[src/rtl/input_cond_pkg.sv]
// Shared definitions for the board-input conditioner: per-channel debounce state encoding
// and the channel index map used by the motor-controller front end.
package input_cond_pkg;

    typedef enum logic [1:0] {
        StIdle      = 2'd0,
        StPressWait = 2'd1,
        StHeld      = 2'd2,
        StRelWait   = 2'd3
    } chan_state_e;

    localparam int unsigned CH_CHANGE = 0;
    localparam int unsigned CH_MODE   = 1;
    localparam int unsigned CH_MOVE   = 2;
    localparam int unsigned CH_DIR    = 3;
    localparam int unsigned CH_STEP   = 4;

endpackage

[src/rtl/debounce_channel.sv]
// One input channel: 2-flop synchroniser, polarity normalise, debounce FSM with registered
// level and press/release pulses. Auto-repeat while held is built only with INPUT_REPEAT_EN.
module debounce_channel
    import input_cond_pkg::*;
#(
    parameter int unsigned DEBOUNCE_CYCLES = 500000,
    parameter bit          ACTIVE_LOW      = 1'b1,
    parameter int unsigned REPEAT_DELAY    = 25000000,
    parameter int unsigned REPEAT_PERIOD   = 10000000
) (
    input  logic clk,
    input  logic rst,
    input  logic raw_in,
    output logic level_out,
    output logic press_out,
    output logic release_out
);

    localparam int unsigned CntW = $clog2(DEBOUNCE_CYCLES + 1);
    localparam logic [CntW-1:0] CntLast = CntW'(DEBOUNCE_CYCLES - 1);

    logic [1:0]      sync_q;
    logic            s;
    chan_state_e     state_q;
    logic [CntW-1:0] cnt_q;
    logic            rpt_fire;

    // Synchroniser resets to the raw de-asserted level so reset release sees no false edge.
    always_ff @(posedge clk or negedge rst) begin
        if (!rst) begin
            sync_q <= {2{ACTIVE_LOW}};
        end else begin
            sync_q <= {sync_q[0], raw_in};
        end
    end

    assign s = sync_q[1] ^ ACTIVE_LOW;

`ifdef INPUT_REPEAT_EN
    localparam int unsigned RptMax = (REPEAT_DELAY > REPEAT_PERIOD) ? REPEAT_DELAY
                                                                    : REPEAT_PERIOD;
    localparam int unsigned RptW   = $clog2(RptMax + 1);
    localparam logic [RptW-1:0] DelayLast  = RptW'(REPEAT_DELAY - 1);
    localparam logic [RptW-1:0] PeriodLast = RptW'(REPEAT_PERIOD - 1);

    logic [RptW-1:0] rpt_q;
    logic            repeating_q;

    assign rpt_fire = (state_q == StHeld) && s &&
                      (rpt_q == (repeating_q ? PeriodLast : DelayLast));

    // Counter only runs in HELD; any exit clears it so a re-entry restarts the full delay.
    always_ff @(posedge clk or negedge rst) begin
        if (!rst) begin
            rpt_q       <= '0;
            repeating_q <= 1'b0;
        end else if (state_q != StHeld) begin
            rpt_q       <= '0;
            repeating_q <= 1'b0;
        end else if (rpt_fire) begin
            rpt_q       <= '0;
            repeating_q <= 1'b1;
        end else begin
            rpt_q <= rpt_q + 1'b1;
        end
    end
`else
    logic unused_rpt_cfg;
    assign unused_rpt_cfg = ^{REPEAT_DELAY, REPEAT_PERIOD};
    assign rpt_fire       = 1'b0;
`endif

    always_ff @(posedge clk or negedge rst) begin
        if (!rst) begin
            state_q     <= StIdle;
            cnt_q       <= '0;
            level_out   <= 1'b0;
            press_out   <= 1'b0;
            release_out <= 1'b0;
        end else begin
            press_out   <= 1'b0;
            release_out <= 1'b0;
            unique case (state_q)
                StIdle: begin
                    if (s) begin
                        state_q <= StPressWait;
                        cnt_q   <= CntW'(1);
                    end
                end
                StPressWait: begin
                    if (!s) begin
                        state_q <= StIdle;
                    end else if (cnt_q == CntLast) begin
                        state_q   <= StHeld;
                        level_out <= 1'b1;
                        press_out <= 1'b1;
                    end else begin
                        cnt_q <= cnt_q + 1'b1;
                    end
                end
                StHeld: begin
                    if (!s) begin
                        state_q <= StRelWait;
                        cnt_q   <= CntW'(1);
                    end else if (rpt_fire) begin
                        press_out <= 1'b1;
                    end
                end
                StRelWait: begin
                    if (s) begin
                        state_q <= StHeld;
                    end else if (cnt_q == CntLast) begin
                        state_q     <= StIdle;
                        level_out   <= 1'b0;
                        release_out <= 1'b1;
                    end else begin
                        cnt_q <= cnt_q + 1'b1;
                    end
                end
                default: state_q <= StIdle;
            endcase
        end
    end

endmodule

[src/rtl/input_conditioner.sv]
// Board-input front end for the stepper-motor controller: N_IN independent debounced channels.
// Optional auto-repeat of press pulses is enabled by defining INPUT_REPEAT_EN.
module input_conditioner
    import input_cond_pkg::*;
#(
    parameter int unsigned N_IN            = 5,
    parameter int unsigned DEBOUNCE_CYCLES = 500000,
    parameter bit          ACTIVE_LOW      = 1'b1,
    parameter int unsigned REPEAT_DELAY    = 25000000,
    parameter int unsigned REPEAT_PERIOD   = 10000000
) (
    input  logic            clk,
    input  logic            rst,
    input  logic [N_IN-1:0] raw_in,
    output logic [N_IN-1:0] level_out,
    output logic [N_IN-1:0] press_out,
    output logic [N_IN-1:0] release_out
);

    for (genvar i = 0; i < N_IN; i++) begin : g_chan
        debounce_channel #(
            .DEBOUNCE_CYCLES (DEBOUNCE_CYCLES),
            .ACTIVE_LOW      (ACTIVE_LOW),
            .REPEAT_DELAY    (REPEAT_DELAY),
            .REPEAT_PERIOD   (REPEAT_PERIOD)
        ) u_chan (
            .clk         (clk),
            .rst         (rst),
            .raw_in      (raw_in[i]),
            .level_out   (level_out[i]),
            .press_out   (press_out[i]),
            .release_out (release_out[i])
        );
    end

endmodule

[config.mk]
export PLATFORM = sky130hd
export DESIGN_NAME = input_conditioner
export DESIGN_NICKNAME = d
export VERILOG_FILES = /design/src/rtl/input_cond_pkg.sv /design/src/rtl/debounce_channel.sv /design/src/rtl/input_conditioner.sv
export SDC_FILE = /design/constraint.sdc
export NUM_CORES = 1
export LEC_CHECK = 0
export CORE_AREA = 2 2 98 172
export CTS_BUF_LIST = sky130_fd_sc_hd__clkbuf_8
export DETAILED_ROUTE_END_ITERATION = 12
export DIE_AREA = 0 0 100 174
export SLEW_MARGIN = 20
export SYNTH_ARGS = -nofsm -noshare
export SYNTH_HDL_FRONTEND = slang
export SYNTH_HIERARCHICAL = 1
export SYNTH_SLANG_ARGS = --single-unit
[constraint.sdc]
create_clock -name clk -period 2.3 [get_ports clk]
set_input_delay 0.46 -clock clk [delete_from_list [all_inputs] [get_ports clk]]
set_output_delay 0.46 -clock clk [all_outputs]
set_load 0.05 [all_outputs]
Yosys cells after proc, flatten, opt, wreduce, memory -nomap -nowiden --
Index checks and enable logic that the tools add are counted.
Word-level totals: flip-flop bits (word level) 130, bits in latches 0, memory bits (writable) 0, bits in read-only memories 0, output and inout bits 15, word-level logic and storage cells 235, memories 0
Operators by class: add/subtract/negate cells 5, multipliers 0, div/mod/pow operators 0, $lt $le $gt $ge 0, eq/ne operators 60, shifts and indexed selects 0, muxes and demuxes 115, bitwise operators 0, reductions and logical operators 25
Operators with widths (number):
- $mux 19 | 25
- $pmux 19 s4 | 5
- $add 19x1->19 const B | 5
- $eq 19x19->1 const B | 5
- $mux 2 | 30
- $mux 1 | 45
- $ne 2x1->1 const B | 20
- $pmux 2 s4 | 5
- $reduce_and 4->1 | 10
- $reduce_and 5->1 | 5
- $eq 2x2->1 const B | 10
- $ne 2x2->1 const B | 10
- $ne 3x1->1 const B | 5
- $ne 3x3->1 const B | 5
- $eq 2x1->1 const B | 5
- $logic_not 2->1 | 5
- $pmux 1 s2 | 5
- $reduce_bool 2->1 | 5

Logic depth before layout (Yosys ltp) --
Gate-level depths: netlist of run 1.
depth after elaboration 4, depth in mapped cells 7, mapped depth without buffers 6

Modules after synthesis --
The synthesis of run 1 kept the hierarchy.
By module, submodules not included:
- debounce_channel (g_chan[0].u_chan ...) | instances 4, cells each 146, area an instance 1403.8 µm², seq. area each 653.1 µm²
- debounce_channel (g_chan[4].u_chan) | instances 1, cells each 150, area an instance 1473.9 µm², seq. area each 653.1 µm²

Worst setup path after synthesis of run 1 --
No wires, ideal clock.
path type reg-to-reg, start reg g_chan[4].u_chan.cnt_q[0], end reg g_chan[4].u_chan.cnt_q[0], library setup time 125 ps, arrival time 2018 ps, data required time 2175 ps, setup slack 157 ps, cell stages (with the launch flop) 8, clock period less this slack 2143 ps, cell sequence dfrtp_1 -> ha_1 -> nand4_2 -> or3_1 -> buf_6 -> o31ai_4 -> inv_2 -> mux2_4
Between the ends: longest elaborated chain between the ends 4, elaborated cells between the ends (all ways) 6, classes of those cells add/sub (1); eq/ne (1); mux (4)
Ends and longest elaborated chain:
- start, declared | RTL line debounce_channel.sv:25 | logic [CntW-1:0] cnt_q;
- start signal, assigned | RTL line debounce_channel.sv:87 | cnt_q <= CntW'(1);
- start signal, assigned | RTL line debounce_channel.sv:98 | cnt_q <= cnt_q + 1'b1;
- start signal, assigned | RTL line debounce_channel.sv:104 | cnt_q <= CntW'(1);
- $add 19x1->19 / $eq 19x19->1 (equally long branches)
- $mux 19 * | RTL line debounce_channel.sv:93, debounce_channel.sv:112
- $mux 19, on equally long branches | RTL line debounce_channel.sv:110, debounce_channel.sv:91
- $pmux 19 s4 * | RTL line debounce_channel.sv:83 | unique case (state_q)
Every way passes the cells marked *; elsewhere a longest branch is shown, timed or not. The select of a mux whose other input is x is not followed. A chain may end at the register's enable or synchronous reset.

Worst setup path in the final report of run 1 --
Ends and elaborated chain as after synthesis.

==> flow_metrics.tcl, run 1 <==
set metrics [dict create \
    cellPowerDensity_mw_per_mm2 618 \
    start_util 0.439 \
    slew_headroom 0.621 \
    fin_area_mm2 0.00803 \
    p_clk_frac 0.397 \
    fin_setup_tns_ps 0 \
    ys_warn_count 6 \
    diodes 0 \
    worstMarginPinSlew_ps 563 \
    post_cts_buffers 0 \
    maxCapViolCount 0 \
    die_x_um 100 \
    crit_path_max_incr_delay_ps 450 \
    clockRootBuffer "clkbuf_8" \
    place_area_mm2 0.00760 \
    gp_congestion 0.909 \
    dp_hpwl_um 12100 \
    drive_above_1_share 0.169 \
    synth_fp_nets 746 \
    status "finished clean" \
    mostFrequentLayoutCell "dfrtp_1" \
    whs_ps 358 \
    vias 6000 \
    antenna_found_initial 0 \
    crit_arrival_ps 2480 \
    cpMaxStageDelayCell "dfrtp_1" \
    p_switching_mw 1.33 \
    netlist_instances 734 \
    grt_max_degree 56 \
    area_growth_pct 13.3 \
    critPathLaunch "g_chan[4].u_chan/cnt_q[0]" \
    synth-edff-count 0 \
    register_area_mm2 0.00327 \
    die_area_mm2 0.0174 \
    nets 786 \
    clockBufferDepth 2 \
    portBuffers 21 \
    ys_seq_elements 130 \
    drtAntennaViolNets 0 \
    multiInputGateArea_mm2 0.00357 \
    p_seq_frac 0.512 \
    nFillCells 1517 \
    min_period_ps 2170 \
    drt_first_pass_iters 6 \
    finalHoldViolCount 0 \
    critPathKind "reg -> reg" \
    reg2reg_from "g_chan[4].u_chan/cnt_q[0]" \
    viasPerCell 6.13 \
    path_clk_slew_ps 80 \
    gr-total-overflow 0 \
    cts_tree "built" \
    drtIter0Drc 270 \
    die_h_um 174 \
    grtUsageTotal 0.208 \
    worstPathCellList "ha_1 > nand4_2 > or3_4 > o31ai_4 > inv_2 > mux2_4" \
    cp.required_ps 2610 \
    syn_avg_cell_area_um2 9.66 \
    syn_area_mm2 0.00709 \
    endpoint "g_chan[4].u_chan/cnt_q[0]" \
    drv_slew 0 \
    rsz0062_at_grt "no" \
    cp_max_fo 7 \
    cp_num_buf_inv 1 \
    synthArstFlopShare 1.00 \
    h-tree-depth 4 \
    clock_sinks 130 \
    ys_seq_area_frac 0.461 \
    r2r_slack_ps 130 \
    ioPinCount 22 \
    cp_top_family "simple AND/OR/NAND/NOR gates" \
    routed_wl_um 16700 \
    drc 0 \
    total_leakage_power_nw 3.40 \
    r2r-end "g_chan[4].u_chan/cnt_q[0]" \
    rows 62 \
    grt_pass1_wl_um 29500 \
    finalCritPeriodShare 0.943 \
    combPwrFrac 0.090 \
    clock_latency_ps 440 \
    setup_viol 0 \
    synthFlopType "dfrtp_1" \
    end_kind "flip-flop" \
    intPower_mw 3.64 \
    grt_pass1_vias 6211 \
    synth_cell_types 57 \
    avgRoutedWirePerCell_um 17.0 \
    layout_common_cells "dfrtp_1, nand2_1, nand3_1" \
    cts_made_buffers 17 \
    max_freq_mhz 461 \
    cp.depth 6 \
    startpoint_type "flip-flop" \
    switching_share 0.268 \
    rr_worst_depth 6 \
    fin_worst_skew_ps 17.0 \
    hp-class "reg -> reg" \
    core-area_mm2 0.0161 \
    vdd_drop_max_uv 425 \
]
[routing by layer]
metal,GRT usage,routed length (um)
met1,0.235,6630
met5,0,0
met3,0.0378,519
met4,0.107,672
met2,0.367,8850
[registers in the layout, indices dropped and copies added, names as in the netlist, named ones only]
signal	flops
g_chan.u_chan/cnt_q	95
g_chan.u_chan/level_out	5
g_chan.u_chan/press_out	5
g_chan.u_chan/release_out	5
g_chan.u_chan/state_q	5
g_chan.u_chan/sync_q	10
[power by group through the flow]
| stage | clock network, mW | registers [mW] | logic [mW] |
|---|---|---|---|
| 2_1_floorplan | 0 | 2.52 | 0.334 |
| 3_3_place_gp | 0 | 2.57 | 0.439 |
| 3_5_place_dp | 0 | 2.58 | 0.452 |
| 4_1_cts | 2.04 | 2.54 | 0.455 |
| 5_1_grt | 2.15 | 2.57 | 0.505 |
| 6_report | 1.97 | 2.54 | 0.448 |
[layout make-up]
cell class | instances | share of cell area
clock buffers | 20 | 0.0343
repair buffers | 50 | 0.0584
inverters | 23 | 0.0107
flip-flops and latches | 130 | 0.406
multi-input cells | 552 | 0.444
clock inverters | 12 | 0.0164
well taps | 192 | 0.0299
[synthesized netlist by cell type (5+ instances only)]
cell	count	area [um2]
o21ai_0	18	90.1
o211ai_1	15	113
o21ai_1	32	160
and4_1	6	52.6
a31oi_1	33	206
buf_6	9	101
nand2_1	95	357
and2_1	15	93.8
a22o_1	11	96.3
nor4b_1	6	52.6
a21boi_0	5	37.5
dfstp_2	10	263
mux2i_1	10	100
buf_2	6	30.0
nor2_1	46	173
a21oi_1	9	45.0
and3_1	16	100
nand4_2	5	62.6
or4_1	16	120
a21o_1	5	37.5
o31ai_1	17	128
nand3b_1	8	60.1
inv_2	9	33.8
clkbuf_1	12	45.0
nor4_1	8	50.1
mux2_4	5	75.1
nand3_1	49	245
nand4_1	35	219
ha_1	5	62.6
inv_1	14	52.6
nor3_1	9	45.0
dfrtp_1	120	3000
or3_1	11	68.8
[repair_timing]
item                                   CTS  global route
setup endpoints to repair                0            40
endpoints found under the hold margin   35             0
gates resized for setup                  0             5
hold buffers                             1             0
[how the worst min path moves through the flow]
stage | startpoint | to | slack [ps] | cells after the start
after global placement | g_chan[2].u_chan/sync_q[0] | g_chan[2].u_chan/sync_q[1] | 350 | 0
after CTS | g_chan[4].u_chan/sync_q[0] | g_chan[4].u_chan/sync_q[1] | 360 | 0
after global routing | g_chan[4].u_chan/sync_q[0] | g_chan[4].u_chan/sync_q[1] | 370 | 0
final | g_chan[4].u_chan/sync_q[0] | g_chan[4].u_chan/sync_q[1] | 360 | 0
after detailed placement | g_chan[4].u_chan/sync_q[0] | g_chan[4].u_chan/sync_q[1] | 350 | 0
after floorplan | rst | asynchronous set/reset pin | 160 | 0
[cell families after synthesis]
kind of cell,Yosys count,share of synthesized area
AND/OR/NAND/NOR,346,0.267
flip-flops,130,0.461
XOR/XNOR,6,0.0116
buffers and inverters,52,0.0392
AO/OA/AOI/OAI,180,0.188
adder cells (fa/ha/maj),5,0.00882
multiplexers,15,0.0247
[metrics by stage]
step	utilization	total power, mW	instances	setup WS (ps)
4_1_cts	0.497	5.04	979	13.5
2_1_floorplan	-	2.86	734	157
3_5_place_dp	0.471	3.03	946	27.7
3_3_place_gp	0.471	3.01	946	79.8
6_report	0.498	4.96	979	131
5_1_grt	0.498	5.22	979	11.4
Note: power is estimated with default switching activity, not from simulation.
==> run 2: changes to the inputs <==
- PLACE_DENSITY: default -> 0.72
==> flow_metrics.tcl, run 2 (synthesis results as in run 1) <==
set metrics [dict create \
    setup_viol 0 \
    grt_pass1_wl_um 28200 \
    fin_setup_tns_ps 0 \
    diodes 0 \
    clockRootBuffer "clkbuf_8" \
    drv_slew 0 \
    worstPathCellList "clkdlybuf4s50_1" \
    vdd_drop_max_uv 318 \
    min_period_ps 2190 \
    vias 6022 \
    grt_pass1_vias 5986 \
    drc 0 \
    combPwrFrac 0.099 \
    end_kind "output port" \
    crit_arrival_ps 1730 \
    fin_worst_skew_ps 16.9 \
    largest_registers "g_chan.u_chan/cnt_q x95, g_chan.u_chan/sync_q x10" \
    antenna_found_initial 0 \
    place_area_mm2 0.00773 \
    grtUsageTotal 0.200 \
    mostFrequentLayoutCell "dfrtp_1" \
    die_area_mm2 0.0174 \
    portBuffers 21 \
    avgRoutedWirePerCell_um 16.7 \
    grt_max_degree 51 \
    rsz0062_at_grt "no" \
    total_leakage_power_nw 3.49 \
    crit_path_max_incr_delay_ps 870 \
    p_clk_frac 0.412 \
    maxCapViolCount 0 \
    layout_common_cells "dfrtp_1, nand2_1, nand3_1" \
    fin_area_mm2 0.00818 \
    finalHoldViolCount 0 \
    cp_max_fo 3 \
    cp_top_family "buffers and inverters" \
    dp_hpwl_um 12100 \
    status "finished clean" \
    gr-total-overflow 0 \
    core-area_mm2 0.0161 \
    clock_latency_ps 440 \
    hp-class "reg -> reg" \
    p_seq_frac 0.489 \
    cts_tree "built" \
    slew_headroom 0.614 \
    finalCritPeriodShare 0.954 \
    p_switching_mw 1.33 \
    clockBufferDepth 2 \
    drt_first_pass_iters 5 \
    intPower_mw 3.81 \
    nets 805 \
    drtIter0Drc 334 \
    cts_made_buffers 17 \
    path_clk_slew_ps 70 \
    gp_congestion 0.868 \
    cellPowerDensity_mw_per_mm2 628 \
    die_h_um 174 \
    r2r_slack_ps 170 \
    rows 62 \
    cp_num_buf_inv 1 \
    cp.required_ps 1840 \
    top_register "g_chan.u_chan/cnt_q" \
    switching_share 0.258 \
    drtAntennaViolNets 0 \
    drive_above_1_share 0.186 \
    ioPinCount 22 \
    area_growth_pct 15.4 \
    max_freq_mhz 456 \
    cpMaxStageDelayCell "clkdlybuf4s50_1" \
    startpoint_type "flip-flop" \
    critPathKind "reg -> out" \
    worstMarginPinSlew_ps 573 \
    nFillCells 1482 \
    start_util 0.439 \
    largest_reg_flops 95 \
    routed_wl_um 16700 \
    die_x_um 100 \
    viasPerCell 6.03 \
    clock_sinks 130 \
    h-tree-depth 4 \
]
-- run 2: metal layers --
layer | up-vias | global-route usage | share of wire
met5 | - | 0 | 0
met4 | 0 | 0.0942 | 0.033
met3 | 47 | 0.0378 | 0.030
met2 | 167 | 0.361 | 0.54
met1 | 2924 | 0.222 | 0.40
li1 | 2884 | - | -
-- run 2: power by group through the flow --
stage / logic, mW / registers, mW / clock network (mW)
after detailed placement: 0.505 / 2.55 / 0
after global placement: 0.497 / 2.55 / 0
after floorplan: 0.334 / 2.52 / 0
after global routing: 0.565 / 2.53 / 2.27
after CTS: 0.511 / 2.51 / 2.18
final: 0.507 / 2.51 / 2.12
-- run 2: cell type report --
| class | count | area [um2] | area share |
|---|---|---|---|
| Timing Repair Buffer | 69 | 599 | 0.0732 |
| Sequential cell | 130 | 3270 | 0.399 |
| Multi-Input combinational cell | 552 | 3560 | 0.435 |
| Clock buffer | 18 | 248 | 0.0303 |
| Tap cell | 192 | 240 | 0.0294 |
| Inverter | 23 | 86.3 | 0.0106 |
| Clock inverter | 14 | 186 | 0.0228 |
-- run 2: worst paths after layout --
path	startpoint	end	cells past startpoint
hold / removal	g_chan[3].u_chan/sync_q[0]	g_chan[3].u_chan/sync_q[1]	0
setup / recovery	g_chan[0].u_chan/level_out	level_out[0]	1
max in group asynchronous	rst	g_chan[3].u_chan/sync_q[0]	3
setup reg to reg	g_chan[4].u_chan/cnt_q[0]	g_chan[4].u_chan/level_out	5
hold reg to reg	g_chan[3].u_chan/sync_q[0]	g_chan[3].u_chan/sync_q[1]	0
min in group asynchronous	rst	g_chan[1].u_chan/cnt_q[2]	2
-- run 2: worst register-to-register path, delay by kind of cell (launching register included) --
kind,cells,cell delay [ps]
and+or+nand+nor,3,990
adders and majority gates,1,270
DFF,1,450
AOI/OAI and AO/OA,1,290
-- run 2: metrics by stage --
| stage | worst slack, ps | power, mW | util | std cells | hold slack, ps |
|---|---|---|---|---|---|
| floorplan | 157 | 2.86 | - | 734 | 164 |
| global placement | 150 | 3.05 | 0.479 | 965 | 347 |
| detailed placement | 64.7 | 3.06 | 0.479 | 965 | 347 |
| CTS | 66.6 | 5.20 | 0.506 | 998 | 361 |
| global route | 15.2 | 5.37 | 0.507 | 998 | 362 |
| finish | 105 | 5.14 | 0.507 | 998 | 359 |
-- run 2: what timing repair did --
action	4_1_cts	5_1_grt
endpoints found under the setup margin	0	17
hold buffers	1	0
endpoints found under the hold margin	44	0
setup buffers	0	0
resized for setup	0	3
==> run 3: changes to the inputs <==
- CORE_AREA: 2 2 98 172 -> 2 2 129 131
- DIE_AREA: 0 0 100 174 -> 0 0 131 133
==> flow_metrics.tcl, run 3 (synthesis results as in run 1) <==
set metrics [dict create \
    status "finished clean" \
    cts_made_buffers 17 \
    cts_tree "built" \
    fin_area_mm2 0.00814 \
    grt_pass1_vias 5598 \
    cp_top_family "buffers and inverters" \
    end_kind "output port" \
    dp_cells 982 \
    rsz0062_at_grt "no" \
    drtAntennaViolNets 0 \
    routed_wl_um 15400 \
    total_leakage_power_nw 3.45 \
    fin_cells 1018 \
    maxCapViolCount 0 \
    startpoint_type "flip-flop" \
    hp-class "reg -> reg" \
    place_area_mm2 0.00767 \
    slew_headroom 0.623 \
    dp_hpwl_um 10500 \
    max_freq_mhz 466 \
    core-area_mm2 0.0162 \
    cp_num_buf_inv 1 \
    whs_ps 350 \
    grtUsageTotal 0.191 \
    cellPowerDensity_mw_per_mm2 621 \
    vias 5803 \
    power_mw 5.05 \
    drc 0 \
    top_register "g_chan.u_chan/cnt_q" \
    area_growth_pct 14.8 \
    gr-total-overflow 0 \
    grt_max_degree 43 \
    critPathKind "reg -> out" \
    layout_common_cells "dfrtp_1, nand2_1, nand3_1" \
    nFillCells 1478 \
    clock_latency_ps 450 \
    die_x_um 131 \
    fin_worst_skew_ps 14.5 \
    worstPathCellList "clkdlybuf4s50_1" \
    largest_reg_flops 95 \
    rows 47 \
    clock_sinks 130 \
    die_area_mm2 0.0174 \
    r2r_slack_ps 180 \
    cp_max_fo 3 \
    drt_first_pass_iters 5 \
    grt_pass1_wl_um 26900 \
    finalCritPeriodShare 0.933 \
    diodes 0 \
    fin_setup_tns_ps 0 \
    viasPerCell 5.70 \
    gp_congestion 0.886 \
    largest_registers "g_chan.u_chan/cnt_q x95, g_chan.u_chan/sync_q x10" \
    portBuffers 21 \
    clockRootBuffer "clkbuf_8" \
    die_h_um 133 \
    ioPinCount 22 \
    drv_slew 0 \
    clockBufferDepth 2 \
    avgRoutedWirePerCell_um 15.1 \
    path_clk_slew_ps 80 \
    crit_arrival_ps 1690 \
    finalHoldViolCount 0 \
    min_period_ps 2150 \
    setup_viol 0 \
    drtIter0Drc 557 \
    mostFrequentLayoutCell "dfrtp_1" \
    cp.required_ps 1840 \
    drive_above_1_share 0.177 \
    worstMarginPinSlew_ps 562 \
    crit_path_max_incr_delay_ps 830 \
    nets 797 \
    antenna_found_initial 0 \
    start_util 0.438 \
    h-tree-depth 4 \
    vdd_drop_max_uv 410 \
    cpMaxStageDelayCell "clkdlybuf4s50_1" \
]
-- run 3: cell type report --
class,instances,area (um2),share of cell area
well taps,220,275,0.0338
inverters,23,86.3,0.0106
clock buffers,19,262,0.0321
flip-flops and latches,130,3270,0.401
multi-input cells,552,3560,0.438
repair buffers,61,531,0.0652
clock inverters,13,159,0.0195
-- run 3: path summary, 6_finish.rpt --
path	end	startpoint	cells past startpoint
max	level_out[0]	g_chan[0].u_chan/level_out	1
min	g_chan[0].u_chan/sync_q[1]	g_chan[0].u_chan/sync_q[0]	0
max reg2reg	g_chan[4].u_chan/level_out	g_chan[4].u_chan/cnt_q[1]	5
min reg2reg	g_chan[0].u_chan/sync_q[1]	g_chan[0].u_chan/sync_q[0]	0
max in group asynchronous	g_chan[2].u_chan/sync_q[1]	rst	3
min in group asynchronous	g_chan[0].u_chan/cnt_q[5]	rst	2
-- run 3: what timing repair did --
| item | in CTS | in global routing |
|---|---|---|
| endpoints found under the hold margin | 37 | 0 |
| hold buffers | 1 | 0 |
| resized for setup | 0 | 5 |
| buffers inserted | 0 | 3 |
| setup endpoints to repair | 0 | 39 |
-- run 3: report_power, final --
| group | leakage [nW] | total (mW) | internal (mW) | switching (mW) |
|---|---|---|---|---|
| Sequential | 1.74 | 2.52 | 2.39 | 0.138 |
| Clock | 0.207 | 2.05 | 1.13 | 0.927 |
| Combinational | 1.50 | 0.475 | 0.216 | 0.259 |
| Total | 3.45 | 5.05 | 3.73 | 1.32 |
-- run 3: through the flow --
stage / util / worst slack [ps]
after floorplan: - / 157
after global placement: 0.474 / 154
after detailed placement: 0.474 / 34.8
after CTS: 0.501 / 22.8
after global routing: 0.503 / 23.7
final: 0.503 / 153
-- run 3: routing by layer --
metal | up-vias | track usage | part of all wire
li1 | 2882 | - | -
met1 | 2801 | 0.268 | 0.48
met2 | 100 | 0.294 | 0.48
met3 | 20 | 0.0400 | 0.032
met4 | 0 | 0.0597 | 0.015
met5 | - | 0 | 0
